==> src/rtl/floo_dummy_endpoint.sv <==
// Dummy NoC endpoint: per-channel drop / loopback (src/dst swapped) / stall
// with saturating rx/tx flit counters and FIFO occupancy reporting.
module floo_dummy_endpoint #(
    parameter int unsigned NumChannels = 3,
    parameter int unsigned FlitWidth   = 64,
    parameter int unsigned IdWidth     = 6,
    parameter int unsigned DstLsb      = 0,
    parameter int unsigned SrcLsb      = 6,
    parameter int unsigned FifoDepth   = 4,
    parameter int unsigned CntWidth    = 16
) (
    input  logic                                           clk_i,
    input  logic                                           rst_ni,
    input  logic [2*NumChannels-1:0]                       mode_i,
    input  logic [NumChannels-1:0]                         clear_i,
    input  logic [NumChannels-1:0]                         in_valid_i,
    output logic [NumChannels-1:0]                         in_ready_o,
    input  logic [NumChannels*FlitWidth-1:0]               in_data_i,
    output logic [NumChannels-1:0]                         out_valid_o,
    input  logic [NumChannels-1:0]                         out_ready_i,
    output logic [NumChannels*FlitWidth-1:0]               out_data_o,
    output logic [NumChannels*CntWidth-1:0]                rx_cnt_o,
    output logic [NumChannels*CntWidth-1:0]                tx_cnt_o,
    output logic [NumChannels*$clog2(FifoDepth+1)-1:0]     fill_o
);

    localparam int unsigned FillWidth = $clog2(FifoDepth + 1);
    localparam int unsigned PtrWidth  = (FifoDepth > 1) ? $clog2(FifoDepth) : 1;

    typedef enum logic [1:0] {
        MODE_DROP  = 2'd0,
        MODE_LOOP  = 2'd1,
        MODE_STALL = 2'd2,
        MODE_RSVD  = 2'd3
    } mode_e;

    // Clear first, then count the coinciding event; hold at all-ones.
    function automatic logic [CntWidth-1:0] cnt_next(input logic [CntWidth-1:0] cnt,
                                                     input logic clr, input logic ev);
        logic [CntWidth-1:0] base;
        base = clr ? '0 : cnt;
        if (ev && (base != '1)) base = base + CntWidth'(1);
        return base;
    endfunction

    function automatic logic [PtrWidth-1:0] ptr_inc(input logic [PtrWidth-1:0] ptr);
        return (ptr == PtrWidth'(FifoDepth - 1)) ? '0 : ptr + PtrWidth'(1);
    endfunction

    for (genvar c = 0; c < NumChannels; c++) begin : g_chan
        logic [FlitWidth-1:0] mem [FifoDepth];
        logic [PtrWidth-1:0]  rd_ptr, wr_ptr;
        logic [FillWidth-1:0] fill;
        logic [CntWidth-1:0]  rx_cnt, tx_cnt;
        logic [FlitWidth-1:0] in_data, swapped;
        logic                 ready, accept, push, pop, not_empty;
        mode_e                mode;

        assign mode      = mode_e'(mode_i[2*c +: 2]);
        assign in_data   = in_data_i[c*FlitWidth +: FlitWidth];
        assign not_empty = (fill != '0);

        // Readiness depends only on mode and registered occupancy, never on the
        // same-cycle pop, so a full FIFO refuses a push even while draining.
        always_comb begin
            ready = 1'b0;
            case (mode)
                MODE_DROP: ready = 1'b1;
                MODE_LOOP: ready = (fill != FillWidth'(FifoDepth));
                default:   ready = 1'b0;
            endcase
            ready = ready & rst_ni;
        end

        always_comb begin
            swapped                      = in_data;
            swapped[DstLsb +: IdWidth]   = in_data[SrcLsb +: IdWidth];
            swapped[SrcLsb +: IdWidth]   = in_data[DstLsb +: IdWidth];
        end

        assign accept = in_valid_i[c] & ready;
        assign push   = accept & (mode == MODE_LOOP);
        assign pop    = not_empty & out_ready_i[c];

        always_ff @(posedge clk_i) begin
            if (!rst_ni) begin
                for (int unsigned i = 0; i < FifoDepth; i++) mem[i] <= '0;
                rd_ptr <= '0;
                wr_ptr <= '0;
                fill   <= '0;
                rx_cnt <= '0;
                tx_cnt <= '0;
            end else begin
                if (push) begin
                    mem[wr_ptr] <= swapped;
                    wr_ptr      <= ptr_inc(wr_ptr);
                end
                if (pop) rd_ptr <= ptr_inc(rd_ptr);
                case ({push, pop})
                    2'b10:   fill <= fill + FillWidth'(1);
                    2'b01:   fill <= fill - FillWidth'(1);
                    default: fill <= fill;
                endcase
                rx_cnt <= cnt_next(rx_cnt, clear_i[c], accept);
                tx_cnt <= cnt_next(tx_cnt, clear_i[c], pop);
            end
        end

        assign in_ready_o[c]                       = ready;
        assign out_valid_o[c]                      = not_empty;
        assign out_data_o[c*FlitWidth +: FlitWidth] = mem[rd_ptr];
        assign rx_cnt_o[c*CntWidth +: CntWidth]     = rx_cnt;
        assign tx_cnt_o[c*CntWidth +: CntWidth]     = tx_cnt;
        assign fill_o[c*FillWidth +: FillWidth]     = fill;
    end

endmodule
==> config.mk <==
export PLATFORM = sky130hd
export DESIGN_NAME = floo_dummy_endpoint
export DESIGN_NICKNAME = d
export VERILOG_FILES = /design/src/rtl/floo_dummy_endpoint.sv
export SDC_FILE = /design/constraint.sdc
export NUM_CORES = 1
export LEC_CHECK = 0
export BUFFER_PORTS_ARGS = -buffer_cell sky130_fd_sc_hd__buf_2
export CORE_MARGIN = 4
export CORE_UTILIZATION = 45
export DETAILED_ROUTE_END_ITERATION = 8
export SLEW_MARGIN = 5
export SYNTH_ARGS = -nofsm -noshare
export SYNTH_HDL_FRONTEND = slang
export SYNTH_SLANG_ARGS = --single-unit
==> constraint.sdc <==
create_clock -name clk_i -period 10.73 [get_ports clk_i]
set_input_delay 0 -clock clk_i [delete_from_list [all_inputs] [get_ports clk_i]]
set_output_delay 0 -clock clk_i [all_outputs]
set_load 0.01 [all_outputs]
# Yosys cells after proc, flatten, opt, wreduce, memory -nomap -nowiden
# Memories as Yosys holds them, arrays and structs flattened. A register that Yosys moved wholly into a read port is not among the register bits.
# Index checks and enable logic that the tools add are counted.
# classes
n_addsub	18
eq_ne	24
n_mux	49
bitwise_logic	12
reduce_logical	18
# ops
op	n
two-way mux 16 bit	12
two-way mux 64 bit	3
OR reduction 64 bit	3
adder 16 x 1 -> 16 bit, second input constant	6
inequality test 16 bit, second input constant	6
two-way mux 2 bit	15
equality test 2 bit, second input constant	9
one-hot mux 3 bit (2 select lines)	3
two-way mux 1 bit	13
adder 2 x 1 -> 2 bit, second input constant	6
bitwise AND 1 bit	12
equality test 2 x 1 -> 1 bit, second input constant	6
adder 3 x 1 -> 3 bit, second input constant	3
inequality test 3 bit, second input constant	3
nonzero test 3 bit	3
subtractor 3 x 1 -> 3 bit, second input constant	3
logical AND 1 bit	6
zero test 2 bit	3
one-hot mux 1 bit (2 select lines)	3
nonzero test 2 bit	3
# word_totals
ff_bits	117
ramBits	768
input_bits	209
output_inout_bits	303
wordCells	139
mem_count	3
# memory_table
memory	words	word_bits	read_ports	rd_clocked_by_memory_dff	wr	line	rtl
g_chan[0].mem	4	64	1	1	4	51	logic [FlitWidth-1:0] mem [FifoDepth];
g_chan[1].mem	4	64	1	1	4	51	
g_chan[2].mem	4	64	1	1	4	51	

# Longest topological paths before layout
# Gate-level depths: netlist (run 1).
# depth
ltp_word	10
ltp_mapped	10
depth_no_buf	10

# Worst setup path after synthesis (run 1)
# OpenSTA, ideal clock, no wires.
# synth_path
path_kind	register -> register
start	reg g_chan[2].fill[1]
end	mem g_chan[2].mem[1][0] (enable)
setup_ns	0.574
t_arrival_ns	5.652
required_ns	10.156
slack_ns	4.504
path_stages_with_launch	5
n_path_buf	0
period_less_slack_ns	6.226
cell_sequence	dfxtp_1 and4bb_1 nor3b_2 nand2_1 o21ai_0
# synth_rtl
item	line	rtl
start: declaration	53	logic [FillWidth-1:0] fill;
start signal: assignment	100	2'b10: fill <= fill + FillWidth'(1);
start signal: assignment	101	2'b01: fill <= fill - FillWidth'(1);
start signal: assignment	102	default: fill <= fill;
end: declaration	51	

==> flow_summary.ini, run 1 <==
[power_and_ir_drop]
p_leak_nw = 18.6
p_per_area_mw_per_mm2 = 163
ir_worst_vdd_uv = 162

[worst_setup_path]
path_max_fanout = 74
worst_ep_required_time_ps = 11000
crit_top_cell = buf_4
cp.buffers_inverters = 8
critPathCaptureType = register
path_class = input port to register
start_kind = input port
cpMaxStageDelayCell = buf_4
path_delay_family = buffers and inverters
slowest_delay_ps = 780
arrival_ps = 5010
crit_chain = dlygate4sd3_1, buf_2, buf_4, inv_2, nor4b_4, buf_4, and2_2, inv_2, nor3b_4, buf_4, nand2b_2, buf_4

[logic_synthesis]
synth_flop_cell = edfxtp_1
syn_avg_cell_area_um2 = 14.9
ys_top_cells_by_count = edfxtp_1, and2_1, mux4_2
synth_most_common_cell = edfxtp_1
yosys.area.top_type = edfxtp_1
syn_nets = 2875
ys_seq_elements = 891
synth_area_leaders = edfxtp_1, and2_1, mux4_2
syn-cell-area_mm2 = 0.0394
synth_top_area_share = 0.586
seq_area_frac_synth = 0.648
synth_edf_count = 768
yosysUniqueCellTypes = 70
synth_cells = 2648
synthArstFlopShare = 0
yosysWarnings = 0

[timing]
max_slew_margin = 0.284
drv_slew = 0
finalCritPeriodShare = 0.441
finClkSkew_ps = 45.3
period_minus_slack_ps = 4740
finalSetupViolations = 0
setup_ws_ps = 5990
tightestPinTransition_ps = 1070
rsz0062_at_grt = no
fmax_mhz = 211
hold_violations = 0
setup_tns_ps = 0

[floorplanning]
rows = 108
core_area_mm2 = 0.0868
fp.dieArea_mm2 = 0.0923
die_w_um = 304
start_util = 0.454
die_h_um = 304
ios = 512

[route]
ant_nets = 0
dr.pass1.iters = 5
drt_iter0_drc = 1554
via_per_inst = 5.36
wl_per_cell_um = 22.6
routed_wl_um = 103000
drc = 0
vias = 24500

[place]
dp_slack_ps = 5780
place_area_mm2 = 0.0430
dp_hpwl_um = 62400
gp_congestion = 0.843
portBuffers = 511

[cts]
clock_latency_ps = 670
htreeDepth = 3
cts_tree = done
postCtsSetupBuffers = 0
cts_buffers = 96
root_buffer = clkbuf_16
cts_resized = 0
ctsHoldBuffers = 201
clk_pin_slew_ps = 60
clock_sinks = 891
clock_path_buffers = 3

[finish]
syn_to_final_growth_pct = 22.3
regArea_mm2 = 0.0255
final_nets = 3549
fin_area_mm2 = 0.0481
multiInputGateArea_mm2 = 0.0131
drive_gt1_frac = 0.270
final_util = 0.555
fillCellCount = 7123

[grt]
antenna_found_initial = 8
grt_overflow = 0
grt_pass1_wl_um = 158000
grt_util_all_layers = 0.220
grt_max_degree = 75
first_global_vias = 25400

[hold_path]
holdCritPathClass = input port to register

[run_status]
run_status = complete, no violations

[run]
drv_cap = 0
[area by class of cell]
type | count | area share
diodes | 8 | 0.000416
clock buffers | 126 | 0.0546
clock inverters | 51 | 0.00988
inverters | 27 | 0.00211
multi-input cells | 1561 | 0.272
flip-flops and latches | 891 | 0.531
well taps | 1155 | 0.0300
repair buffers | 745 | 0.100
[worst paths after layout]
check | start | end | slack (ps) | depth (start not counted)
setup / recovery | rst_ni | g_chan[1].mem[1][6]$_SDFFCE_PN0P_ | 5990 | 12
hold / removal | in_valid_i[2] | g_chan[2].rx_cnt[10]$_SDFF_PN0_ | 60 | 5
setup reg to reg | g_chan[0].fill[1]$_SDFFE_PN0P_ | g_chan[0].mem[2][13]$_SDFFCE_PN0P_ | 6370 | 8
hold reg to reg | g_chan[1].rd_ptr[1]$_SDFFE_PN0P_ | register | 470 | 2
[worst min-delay path, stage by stage]
cell      delay [ps]
buf_2            100
nand3b_1         160
or2_2            210
o21a_1           140
nor3_1            40
[through the flow]
stage	power (mW)	instances	hold WS [ps]
after global placement	4.62	4178	261
after detailed placement	4.64	4178	261
after floorplan	4.35	2648	141
after CTS	7.92	4556	12.2
after global routing	8.11	4560	46.8
final	7.83	4564	56.2
[report_power, final]
part	internal, mW	leakage [nW]	switching (mW)	total (mW)
Sequential	3.88	8.98	0.0530	3.94
Clock	1.83	1.51	1.38	3.22
Combinational	0.304	8.07	0.371	0.675
[sequential cells by signal, indices dropped and copies added, names as in the netlist, named ones only]
name / cells
g_chan.tx_cnt: 48
g_chan.fill: 9
g_chan.rd_ptr: 6
g_chan.mem: 768
g_chan.rx_cnt: 48
g_chan.wr_ptr: 6
[layer usage]
| metal | global-route usage | part of all wire | vias to the layer above |
|---|---|---|---|
| met5 | 0 | 0.00012 | - |
| met4 | 0.0501 | 0.021 | 2 |
| met2 | 0.374 | 0.51 | 723 |
| met3 | 0.0488 | 0.065 | 135 |
| li1 | - | - | 11100 |
| met1 | 0.291 | 0.41 | 12500 |
[cells in the final DEF (no fill, tap or decap), drive strengths merged, types with 75 or more instances in the layout]
| cell | count |
|---|---|
| dfxtp | 123 |
| edfxtp | 768 |
| and2 | 716 |
| nor2 | 82 |
| clkbuf | 126 |
| dlygate4sd3 | 201 |
| nand2 | 75 |
| and3 | 81 |
| buf | 544 |
| mux4 | 192 |
[cell families after synthesis]
group,synth area share
simple gates,0.178
flops,0.648
mux,0.113
buf+inv,0.0218
compound gates,0.0199
xor+xnor,0.0125
fa+ha+maj,0.00629
(Power assumes the default switching activity.)
==> run 2, diff against run 1 <==
--- a/config.mk
+++ b/config.mk
@@ -5,6 +5,7 @@
 export SDC_FILE = /design/constraint.sdc
 export NUM_CORES = 1
 export LEC_CHECK = 0
+export ABC_AREA = 1
 export BUFFER_PORTS_ARGS = -buffer_cell sky130_fd_sc_hd__buf_2
 export CORE_MARGIN = 4
 export CORE_UTILIZATION = 45
==> constraint.sdc (replaced) <==
create_clock -name clk_i -period 5 [get_ports clk_i]
set_input_delay 0 -clock clk_i [delete_from_list [all_inputs] [get_ports clk_i]]
set_output_delay 0 -clock clk_i [all_outputs]
set_load 0.01 [all_outputs]
==> run 2 against run 1 <==
Clock power up 110%. Sequential power up 120%. Synthesized cell count up 57%. Routed wire length up 11%. Via count up 29%. Clock-buffer cell count down 5. Utilization down 0.73 points. Combinational power rose to 4.2 times the previous value. Critical path depth down 1. Critical path type is now register to register. Critical endpoint is now g_chan[2].mem[3][7]$_DFFE_PP_. Largest cell class unchanged. Largest power group unchanged.
==> flow_summary.ini, run 2 <==
[cts]
cts_tree = done
htreeDepth = 3
cts_resized = 0
clk_pin_slew_ps = 60
clock_path_buffers = 3
cts_buffers = 97
clock_sinks = 891
root_buffer = clkbuf_16
clock_latency_ps = 660

[grt]
grt_pass1_wl_um = 174000
grt_util_all_layers = 0.235
met1_usage = 0.306
gr-usage-met3 = 0.0371
met2_usage = 0.401
grt_overflow = 0
top_usage_layer = met2
grt_max_degree = 86
first_global_vias = 30900
antenna_found_initial = 5

[power_and_ir_drop]
p_per_area_mw_per_mm2 = 379
ir_worst_vdd_uv = 289
p_leak_nw = 20.5

[worst_setup_path]
critPathCaptureType = register
reg2reg_slack_ps = 1190
r2r_cells = 11
rr_startpoint = g_chan[2].fill[0]$_SDFFE_PN0P_
path_class = register to register
rr_endpoint = g_chan[2].mem[3][7]$_DFFE_PP_
path_max_fanout = 54
worst_ep_required_time_ps = 5270
start_kind = register
arrival_ps = 4080

[logic_synthesis]
syn_nets = 4388
synthArstFlopShare = 0
ys_top_cells_by_count = nor2_1, edfxtp_1, o21ai_0
syn-cell-area_mm2 = 0.0401
yosys.area.top_type = edfxtp_1
yosysWarnings = 0
synth_area_leaders = edfxtp_1, nor2_1, dfxtp_1
seq_area_frac_synth = 0.636
synth_top_area_share = 0.575
yosysUniqueCellTypes = 39
synth_cells = 4161
ys_seq_elements = 891
synth_flop_cell = edfxtp_1
synth_most_common_cell = nor2_1
syn_avg_cell_area_um2 = 9.64
synth_edf_count = 768

[hold_path]
holdCritPathClass = input port to register
whs_path_depth = 7
holdCritStartpoint = mode_i[3]
hold-path-endpoint = g_chan[1].rx_cnt[0]$_SDFF_PN0_

[route]
ant_nets = 0
wl_per_cell_um = 19.0
vias = 31600
routed_wl_um = 114000
via_per_inst = 5.25
drt_iter0_drc = 2360
drc = 0
dr.pass1.iters = 6

[place]
place.detailed.instances = 5616
gp_congestion = 0.845
portBuffers = 511
dp_hpwl_um = 65700

[finish]
syn_to_final_growth_pct = 20.7
largest_register_ffs = 768
drive_gt1_frac = 0.162
layout_common_cells = nor2_1, edfxtp_1, buf_2, o21ai_0, inv_1
reg.largest.list = g_chan.mem (768), g_chan.rx_cnt (48), g_chan.tx_cnt (48)
final_nets = 4986
layoutNonFillerInstCount = 6011
layout_commonest_cell = nor2_1
regMostFlops = g_chan.mem
final_util = 0.548

[floorplanning]
rows = 109
die_h_um = 307
die_w_um = 307
core_area_mm2 = 0.0884
ios = 512
start_util = 0.454
fp.dieArea_mm2 = 0.0940

[timing]
period_minus_slack_ps = 3810
tightestPinTransition_ps = 1170
fmax_mhz = 262
hold_violations = 0
drv_slew = 0
max_slew_margin = 0.220
setup_tns_ps = 0
finalSetupViolations = 0
finalCritPeriodShare = 0.762
rsz0062_at_grt = no
finClkSkew_ps = 48.9

[run_status]
run_status = complete, no violations

[run]
drv_cap = 0
[run 2: cell types whose count changed after synthesis, sizes merged, moves of 30 or more]
cell    previous run  this run
nor2              82      1405
inv               27       356
clkbuf            95       148
o21ai             26       433
o22ai              0       194
and2             716         0
nor2b             35         0
nand2             75       361
mux4             192         0
xnor2             38         8
and3              81         0
nand3             35       100
buf               74       104
a21oi             38        77
[run 2: how the worst max path moves through the flow]
stage / from / end / slack [ps] / cells past startpoint
4_1_cts: g_chan[2].fill[0]$_SDFFE_PN0P_ / g_chan[2].mem[3][16]$_DFFE_PP_ / 1180 / 11
3_5_place_dp: rst_ni / g_chan[2].mem[0][50]$_SDFFCE_PN0P_ / 1740 / 9
6_report: g_chan[2].fill[0]$_SDFFE_PN0P_ / g_chan[2].mem[3][7]$_DFFE_PP_ / 1190 / 11
3_3_place_gp: rst_ni / g_chan[2].mem[0][52]$_SDFFCE_PN0P_ / 1770 / 9
5_1_grt: g_chan[2].fill[0]$_SDFFE_PN0P_ / g_chan[2].mem[0][33]$_SDFFCE_PN0P_ / 970 / 11
2_1_floorplan: g_chan[1].fill[0]$_SDFFE_PN0P_ / g_chan[1].mem[3][0]$_DFFE_PP_ / 170 / 8
[run 2: cell families after synthesis]
group | share of synthesized area
and+or+nand+nor | 0.191
xor gates and xnor gates | 0.00415
AOI/OAI and AO/OA | 0.0961
adders and majority gates | 0.00618
buffers and inverters | 0.0659
DFF | 0.636
[run 2: final cells by class]
type	instances	area (um^2)
Antenna cell	6	15.0
Multi-Input combinational cell	2658	12100
Fill cell	7939	40000
Clock buffer	121	2560
Inverter	360	1370
Sequential cell	891	25500
Clock inverter	59	517
Tap cell	1165	1460
Timing Repair Buffer	751	4880
[run 2: metal layers]
metal / vias up / routed length (um)
li1: 15100 / -
met1: 15300 / 47100
met2: 1009 / 55600
met3: 173 / 7750
met4: 0 / 3590
met5: - / 0
[run 2: per-stage QoR]
stage	setup WS, ps	power, mW	hold WS (ps)	area (um^2)
after floorplan	167	10.3	164	40100
after global placement	1770	11.4	336	43200
final	1190	18.3	52.8	48400
after global routing	969	19.1	54.7	48400
after detailed placement	1740	11.5	342	43200
after CTS	1180	18.5	15.7	48400
[run 2: repair_timing]
action,CTS,global route
endpoints found under the hold margin,879,0
setup buffers,0,0
hold buffers,209,0
endpoints found under the setup margin,0,0
[run 2: where the power goes]
group / internal [mW] / leakage [nW] / switching (mW)
combinational: 0.920 / 10.1 / 1.92
clock: 3.91 / 1.49 / 3.00
sequential: 8.41 / 8.94 / 0.172
[run 2: worst max-delay path: stages, from the launching register on]
cell and delay [ps]:
dfxtp_1 390, nor2_1 80, nand3_1 110, nand4_2 80
dlygate4sd3_1 650, inv_2 120, nand2_2 70, dlygate4sd3_1 560
nand2_1 80, nand2_1 100, nor2_4 350, buf_4 770
